--- config.mk ---
export PLATFORM = sky130hd
export DESIGN_NAME = crg_seq_ctrl
export DESIGN_NICKNAME = d
export VERILOG_FILES = /design/src/rtl/crg_pkg.sv /design/src/rtl/crg_sync2.sv /design/src/rtl/crg_seq_ctrl.sv
export SDC_FILE = /design/constraint.sdc
export NUM_CORES = 1
export LEC_CHECK = 0
export CAP_MARGIN = 20
export CORE_MARGIN = 3
export CORE_UTILIZATION = 57
export CTS_CLUSTER_DIAMETER = 40
export DETAILED_ROUTE_END_ITERATION = 7
export DONT_BUFFER_PORTS = 1
export GPL_TIMING_DRIVEN = 0
export PLACE_DENSITY = 0.72
export REMOVE_ABC_BUFFERS = 1
export SKIP_LAST_GASP = 1
export SYNTH_ARGS = -nofsm -noshare
export SYNTH_HDL_FRONTEND = slang
export SYNTH_SLANG_ARGS = --single-unit
--- constraint.sdc ---
create_clock -name clk_src -period 2.66 [get_ports clk_src]
set_input_delay 0.133 -clock clk_src [delete_from_list [all_inputs] [get_ports clk_src]]
set_output_delay 0.133 -clock clk_src [all_outputs]
set_load 0.03 [all_outputs]
--- src/rtl/crg_pkg.sv ---
// Shared types and default timing constants for the clock/reset sequencer.
// Contents: sequencer state encoding, default cycle counts, max helper.
package crg_pkg;

    typedef enum logic [2:0] {
        RST_MMCM  = 3'd0,
        WAIT_LOCK = 3'd1,
        SETTLE    = 3'd2,
        ENABLE    = 3'd3,
        RUN       = 3'd4,
        SW_GATE   = 3'd5,
        SW_HOLD   = 3'd6
    } crg_state_e;

    // Defaults shared with the CRG wrapper generator
    localparam int unsigned CRG_NUM_CLK      = 4;
    localparam int unsigned CRG_SEL_IDX      = 1;
    localparam int unsigned CRG_RST_CYC      = 16;
    localparam int unsigned CRG_LOCK_TIMEOUT = 4096;
    localparam int unsigned CRG_SETTLE_CYC   = 64;
    localparam int unsigned CRG_STAGGER_CYC  = 8;
    localparam int unsigned CRG_SWITCH_CYC   = 8;
    localparam int unsigned CRG_CNT_W        = 16;

    function automatic int unsigned crg_max(input int unsigned a, input int unsigned b);
        return (a > b) ? a : b;
    endfunction

endpackage

--- src/rtl/crg_sync2.sv ---
// Two-flop synchroniser for a single asynchronous level.
// Ports: clk_i (dest clock), rst_ni (async active-low reset, output clears to 0),
//        d_i (async input), q_o (synchronised output, 2-cycle latency).
module crg_sync2 (
    input  logic clk_i,
    input  logic rst_ni,
    input  logic d_i,
    output logic q_o
);

    (* ASYNC_REG = "TRUE" *) logic meta_q;
    (* ASYNC_REG = "TRUE" *) logic sync_q;

    always_ff @(posedge clk_i or negedge rst_ni) begin
        if (!rst_ni) begin
            meta_q <= 1'b0;
            sync_q <= 1'b0;
        end else begin
            meta_q <= d_i;
            sync_q <= meta_q;
        end
    end

    assign q_o = sync_q;

endmodule

--- src/rtl/crg_seq_ctrl.sv ---
// Power-up and run-time sequencer for the clock/reset generator.
// Runs on the free-running reference clock and drives the MMCM reset, the
// per-clock BUFGCE enables and the clk1 BUFGMUX select.
// Ports:
//   clk_src       free-running reference clock
//   rst_n_sys     asynchronous active-low reset
//   mmcm_locked   MMCM lock, asynchronous to clk_src
//   clk_en_req    per-clock run-time enable request
//   clk1_sel_req  requested BUFGMUX select
//   mmcm_reset    MMCM reset, active high
//   clk_gce       BUFGCE enables
//   clk1_sel      applied BUFGMUX select
//   crg_ready     bring-up complete, clocks follow requests
//   switch_busy   mux switch in progress
//   lock_err      one-cycle pulse on lock loss or lock timeout
module crg_seq_ctrl
    import crg_pkg::*;
#(
    parameter int unsigned NUM_CLK      = CRG_NUM_CLK,
    parameter int unsigned SEL_IDX      = CRG_SEL_IDX,
    parameter int unsigned RST_CYC      = CRG_RST_CYC,
    parameter int unsigned LOCK_TIMEOUT = CRG_LOCK_TIMEOUT,
    parameter int unsigned SETTLE_CYC   = CRG_SETTLE_CYC,
    parameter int unsigned STAGGER_CYC  = CRG_STAGGER_CYC,
    parameter int unsigned SWITCH_CYC   = CRG_SWITCH_CYC,
    parameter int unsigned CNT_W        = CRG_CNT_W
) (
    input  logic               clk_src,
    input  logic               rst_n_sys,
    input  logic               mmcm_locked,
    input  logic [NUM_CLK-1:0] clk_en_req,
    input  logic               clk1_sel_req,
    output logic               mmcm_reset,
    output logic [NUM_CLK-1:0] clk_gce,
    output logic               clk1_sel,
    output logic               crg_ready,
    output logic               switch_busy,
    output logic               lock_err
);

    localparam int unsigned MAX_CYC =
        crg_max(crg_max(crg_max(RST_CYC, LOCK_TIMEOUT), crg_max(SETTLE_CYC, STAGGER_CYC)),
                SWITCH_CYC);

    // Elaboration-time parameter sanity
    if (64'(MAX_CYC) > (64'd1 << CNT_W)) begin : g_bad_cnt_w
        $error("crg_seq_ctrl: CNT_W too narrow for the largest cycle count");
    end
    if (SEL_IDX >= NUM_CLK) begin : g_bad_sel_idx
        $error("crg_seq_ctrl: SEL_IDX out of range");
    end
    if (RST_CYC == 0 || LOCK_TIMEOUT == 0 || SETTLE_CYC == 0 ||
        STAGGER_CYC == 0 || SWITCH_CYC == 0) begin : g_bad_cyc
        $error("crg_seq_ctrl: cycle counts must be at least 1");
    end

    crg_state_e         state_q, state_d;
    logic [CNT_W-1:0]   cnt_q, cnt_d;
    logic [NUM_CLK-1:0] en_mask_q, en_mask_d;
    logic [NUM_CLK-1:0] gce_q, gce_d;
    logic               sel_q, sel_d;
    logic               mmcm_rst_q, mmcm_rst_d;
    logic               ready_q, ready_d;
    logic               busy_q, busy_d;
    logic               lock_err_q, lock_err_d;
    logic               lock_s;

    crg_sync2 u_lock_sync (
        .clk_i  (clk_src),
        .rst_ni (rst_n_sys),
        .d_i    (mmcm_locked),
        .q_o    (lock_s)
    );

    // State, counter and output registers
    always_ff @(posedge clk_src or negedge rst_n_sys) begin
        if (!rst_n_sys) begin
            state_q    <= RST_MMCM;
            cnt_q      <= '0;
            en_mask_q  <= '0;
            gce_q      <= '0;
            sel_q      <= 1'b0;
            mmcm_rst_q <= 1'b1;
            ready_q    <= 1'b0;
            busy_q     <= 1'b0;
            lock_err_q <= 1'b0;
        end else begin
            state_q    <= state_d;
            cnt_q      <= cnt_d;
            en_mask_q  <= en_mask_d;
            gce_q      <= gce_d;
            sel_q      <= sel_d;
            mmcm_rst_q <= mmcm_rst_d;
            ready_q    <= ready_d;
            busy_q     <= busy_d;
            lock_err_q <= lock_err_d;
        end
    end

    // Next-state, counter and registered-output decode
    always_comb begin
        state_d    = state_q;
        cnt_d      = cnt_q;
        en_mask_d  = en_mask_q;
        sel_d      = sel_q;
        lock_err_d = 1'b0;

        unique case (state_q)
            RST_MMCM: begin
                if (cnt_q == CNT_W'(RST_CYC - 1)) state_d = WAIT_LOCK;
                else                              cnt_d   = cnt_q + CNT_W'(1);
            end
            WAIT_LOCK: begin
                if (lock_s) begin
                    state_d = SETTLE;
                end else if (cnt_q == CNT_W'(LOCK_TIMEOUT - 1)) begin
                    state_d    = RST_MMCM;
                    lock_err_d = 1'b1;
                end else begin
                    cnt_d = cnt_q + CNT_W'(1);
                end
            end
            SETTLE: begin
                if (cnt_q == CNT_W'(SETTLE_CYC - 1)) begin
                    en_mask_d = NUM_CLK'(1);
                    state_d   = en_mask_d[NUM_CLK-1] ? RUN : ENABLE;
                end else begin
                    cnt_d = cnt_q + CNT_W'(1);
                end
            end
            ENABLE: begin
                // Thermometer fill from bit 0 upward; last bit hands over to RUN
                if (cnt_q == CNT_W'(STAGGER_CYC - 1)) begin
                    en_mask_d = (en_mask_q << 1) | NUM_CLK'(1);
                    cnt_d     = '0;
                    if (en_mask_d[NUM_CLK-1]) state_d = RUN;
                end else begin
                    cnt_d = cnt_q + CNT_W'(1);
                end
            end
            RUN: begin
                if (clk1_sel_req != sel_q) state_d = SW_GATE;
            end
            SW_GATE: begin
                if (cnt_q == CNT_W'(SWITCH_CYC - 1)) begin
                    state_d = SW_HOLD;
                    sel_d   = ~sel_q;
                end else begin
                    cnt_d = cnt_q + CNT_W'(1);
                end
            end
            SW_HOLD: begin
                if (cnt_q == CNT_W'(SWITCH_CYC - 1)) state_d = RUN;
                else                                 cnt_d   = cnt_q + CNT_W'(1);
            end
            default: state_d = RST_MMCM;
        endcase

        // Lock loss once past WAIT_LOCK overrides everything; the mux select is left alone
        if (!lock_s && (state_q inside {SETTLE, ENABLE, RUN, SW_GATE, SW_HOLD})) begin
            state_d    = RST_MMCM;
            en_mask_d  = '0;
            sel_d      = sel_q;
            lock_err_d = 1'b1;
        end

        if (state_d != state_q) cnt_d = '0;

        gce_d = en_mask_d & clk_en_req;
        if (state_d inside {SW_GATE, SW_HOLD}) gce_d[SEL_IDX] = 1'b0;

        mmcm_rst_d = (state_d == RST_MMCM);
        ready_d    = (state_d inside {RUN, SW_GATE, SW_HOLD});
        busy_d     = (state_d inside {SW_GATE, SW_HOLD});
    end

    assign mmcm_reset  = mmcm_rst_q;
    assign clk_gce     = gce_q;
    assign clk1_sel    = sel_q;
    assign crg_ready   = ready_q;
    assign switch_busy = busy_q;
    assign lock_err    = lock_err_q;

endmodule

==> out/metrics.cfg <==
[floorplanning]
die_w_um=67.3
die_y_um=67.3
core-area_mm2=0.00347
io_pins=17
die_area_mm2=0.00452
start_util=0.617
rows=21

[synthesis]
ys_seq_elements=34
ys_warn_count=0
async_reset_ff_frac=1.00
avgSynthCellArea_um2=9.18
synth_cells=233
synth_sequential_area_ratio=0.398
synth_edf_count=0
ys_types=65
syn_area_mm2=0.00214
dominantRegCellSynth=dfrtp_1

[final_layout]
fill_cells=282
final_cell_mix=dfrtp_1 (30), a21oi_1 (26), nand2_1 (15)
final_common_cell=dfrtp_1
diodes=0
nNetsFinal=246
drive_above_1_share=0.215
utilization=0.683
synthToLayoutAreaGrowth_pct=10.7

[critical_path]
rr_worst_depth=7
r2r_slack_ns=0.16
worstPathRequired_ns=2.87
reg2reg_to=cnt_q[13]$_DFFE_PN0P_
cp_cell_sequence=inv_1 > ha_4 > nand2_1 > a21oi_2 > a31oi_4 > or4_2 > a21oi_1
cp-start-kind=flip-flop
critPathMaxFanout=14
cp.arrival_ns=2.71
path_class=reg -> reg
max_stage_delay_ns=0.68
slowest_stage=or4_2
timing.rr.start=state_q[2]$_DFF_PN0_
endpoint_kind=flip-flop

[min_path]
worstHoldPathType=in -> async

[power]
fin_total_pwr_mw=1.60
clkPwrFrac=0.299
peakVddDrop_v=0.000386
seqPwrFrac=0.415
p_per_area_mw_per_mm2=675
intPower_mw=1.03
p_comb_frac=0.285
switching_share=0.352
leakagePower_nw=0.897
switchingPower_uw=563

[routing]
drtAntennaViolNets=0
route.detailed.drc=0
wl_mm=5.14
vias_per_cell=6.82
routed-via-count=1931
wl_per_cell_um=18.2
first_pass_iters=5
drtIter0Drc=222

[timing]
fmax_mhz=400
finalSetupViolCount=0
hold_viol=0
fin_skew_ns=0.00359
period_share=0.940
period_needed_ns=2.50
tightest_slew_ns=0.713
slew_headroom=0.524
drv_slew=0
rsz0062_at_grt=false

[global_route]
grt_max_degree=35
use_met1=0.342
overflow=0
use_met3=0.0666
grt-busiest-layer=met2
grt_usage=0.263
use_met2=0.405
grt_pass1_vias=1901
grt_antenna_before_repair=0
grt_first_pass_wirelength_mm=8.87

[clock_tree]
clockBufferDepth=2
cts_tree=done
cts_buffers=5
numClockSinks=34
clk_pin_slew_worst_paths_ns=0.07
htreeDepth=2
cts_root_buffer=clkbuf_8
clock_latency_ns=0.29

[placement]
io_buffers=0
dpl.hpwl_mm=3.32
gp_congestion=0.875

[outcome]
status=completed

[job]
cap_viol_max_count=0

-- logic make-up (layout without fill, tap and decap cells) --
family / after synthesis / after routing / synth area share
buffers and inverters: 22 / 25 / 0.0655
adder cells (fa/ha/maj): 3 / 3 / 0.0164
multiplexers: 1 / 1 / 0.00468
flip-flops: 34 / 34 / 0.398
XOR/XNOR: 3 / 3 / 0.0123
AO/OA/AOI/OAI: 68 / 69 / 0.210
AND/OR/NAND/NOR: 102 / 102 / 0.293
-- routing by layer --
metal / share of wire / vias to the layer above
met5: 0 / -
met4: 0.020 / 0
met3: 0.059 / 14
met2: 0.48 / 83
met1: 0.44 / 945
li1: - / 889
-- metrics by stage --
step	instance area [um^2]	hold WS, ns	worst slack, ns	TNS [ns]	std cells
final	2370	0.287	0.160	0	283
after global routing	2370	0.295	0.0409	0	283
after floorplan	2030	-0.163	0.118	0	220
after CTS	2330	0.284	0.0271	0	283
after detailed placement	2090	-0.162	-0.563	-6.49	266
after global placement	2090	-0.162	-0.532	-6.69	266
-- synth_stat cells (all sizes together) (2+ instances only) --
master  instances  share of area
nor3            4         0.0094
and2            4          0.012
dfrtp          33           0.39
nand3          15          0.037
nand2          17          0.032
o22ai           2         0.0058
nor2           13          0.024
nor4b           2         0.0082
nor4            7          0.027
xnor2           2         0.0082
or4            10          0.041
a31oi           2          0.013
a31o            2         0.0082
a21boi          2         0.0070
or3             7          0.023
nand4b          2         0.0082
ha              2          0.012
o21bai          2         0.0070
o31ai           7          0.025
a21oi          27          0.063
clkbuf          6          0.015
nand4           6          0.018
or2             4          0.012
o21ai          12          0.030
or4b            2         0.0094
and4            2         0.0088
inv             9          0.016
nand2b          3         0.0088
buf             7          0.034
-- power groups by stage --
stage                     sequential, mW  clock (mW)  combinational [mW]
after floorplan                    0.646           0               0.300
final                              0.664       0.478               0.456
after global placement             0.662           0               0.357
after global routing               0.671       0.517               0.502
after CTS                          0.659       0.488               0.425
after detailed placement           0.667           0               0.373
-- registers in the layout (all words and copies together) (netlist names), 3 cells and up --
name       count
state_q        3
en_mask_q      4
clk_gce        4
cnt_q         16
-- final cells by class --
cell class	instances	area, um^2	area share
multi-input combinational	178	1220	0.516
clock inverter	3	45.0	0.0190
timing repair buffer	8	85.1	0.0359
sequential	34	856	0.361
clock buffer	5	68.8	0.0291
tap	46	57.6	0.0243
inverter	9	33.8	0.0143
-- worst max-delay path by stage --
| stage | end | start | cells past startpoint |
|---|---|---|---|
| after global routing | cnt_q[14]$_DFFE_PN0P_ | state_q[2]$_DFF_PN0_ | 8 |
| after CTS | cnt_q[13]$_DFFE_PN0P_ | cnt_q[0]$_DFFE_PN0P_ | 7 |
| final | cnt_q[13]$_DFFE_PN0P_ | state_q[2]$_DFF_PN0_ | 7 |
| after global placement | cnt_q[8]$_DFFE_PN0P_ | state_q[2]$_DFF_PN0_ | 8 |
| after detailed placement | cnt_q[13]$_DFFE_PN0P_ | state_q[2]$_DFF_PN0_ | 8 |
| after floorplan | cnt_q[10]$_DFFE_PN0P_ | state_q[2]$_DFF_PN0_ | 8 |
-- worst max-delay path, delay by kind of cell, from the launching register on --
| kind | cells | cell delay (ns) |
|---|---|---|
| DFF | 1 | 0.50 |
| buffers and inverters | 1 | 0.20 |
| and+or+nand+nor | 2 | 0.78 |
| AOI/OAI and AO/OA | 3 | 0.68 |
| adders and majority gates | 1 | 0.24 |
-- what timing repair did --
| action | in CTS | in global routing |
|---|---|---|
| buffers inserted | 1 | 0 |
| gates resized for setup | 7 | 6 |
| hold buffers | 7 | 0 |
| endpoints found under the setup margin | 16 | 18 |
| pin swaps | 1 | 0 |
| cloned | 1 | 0 |
| endpoints found under the hold margin | 39 | 0 |
No activity file was read; power rests on OpenSTA's default activity.
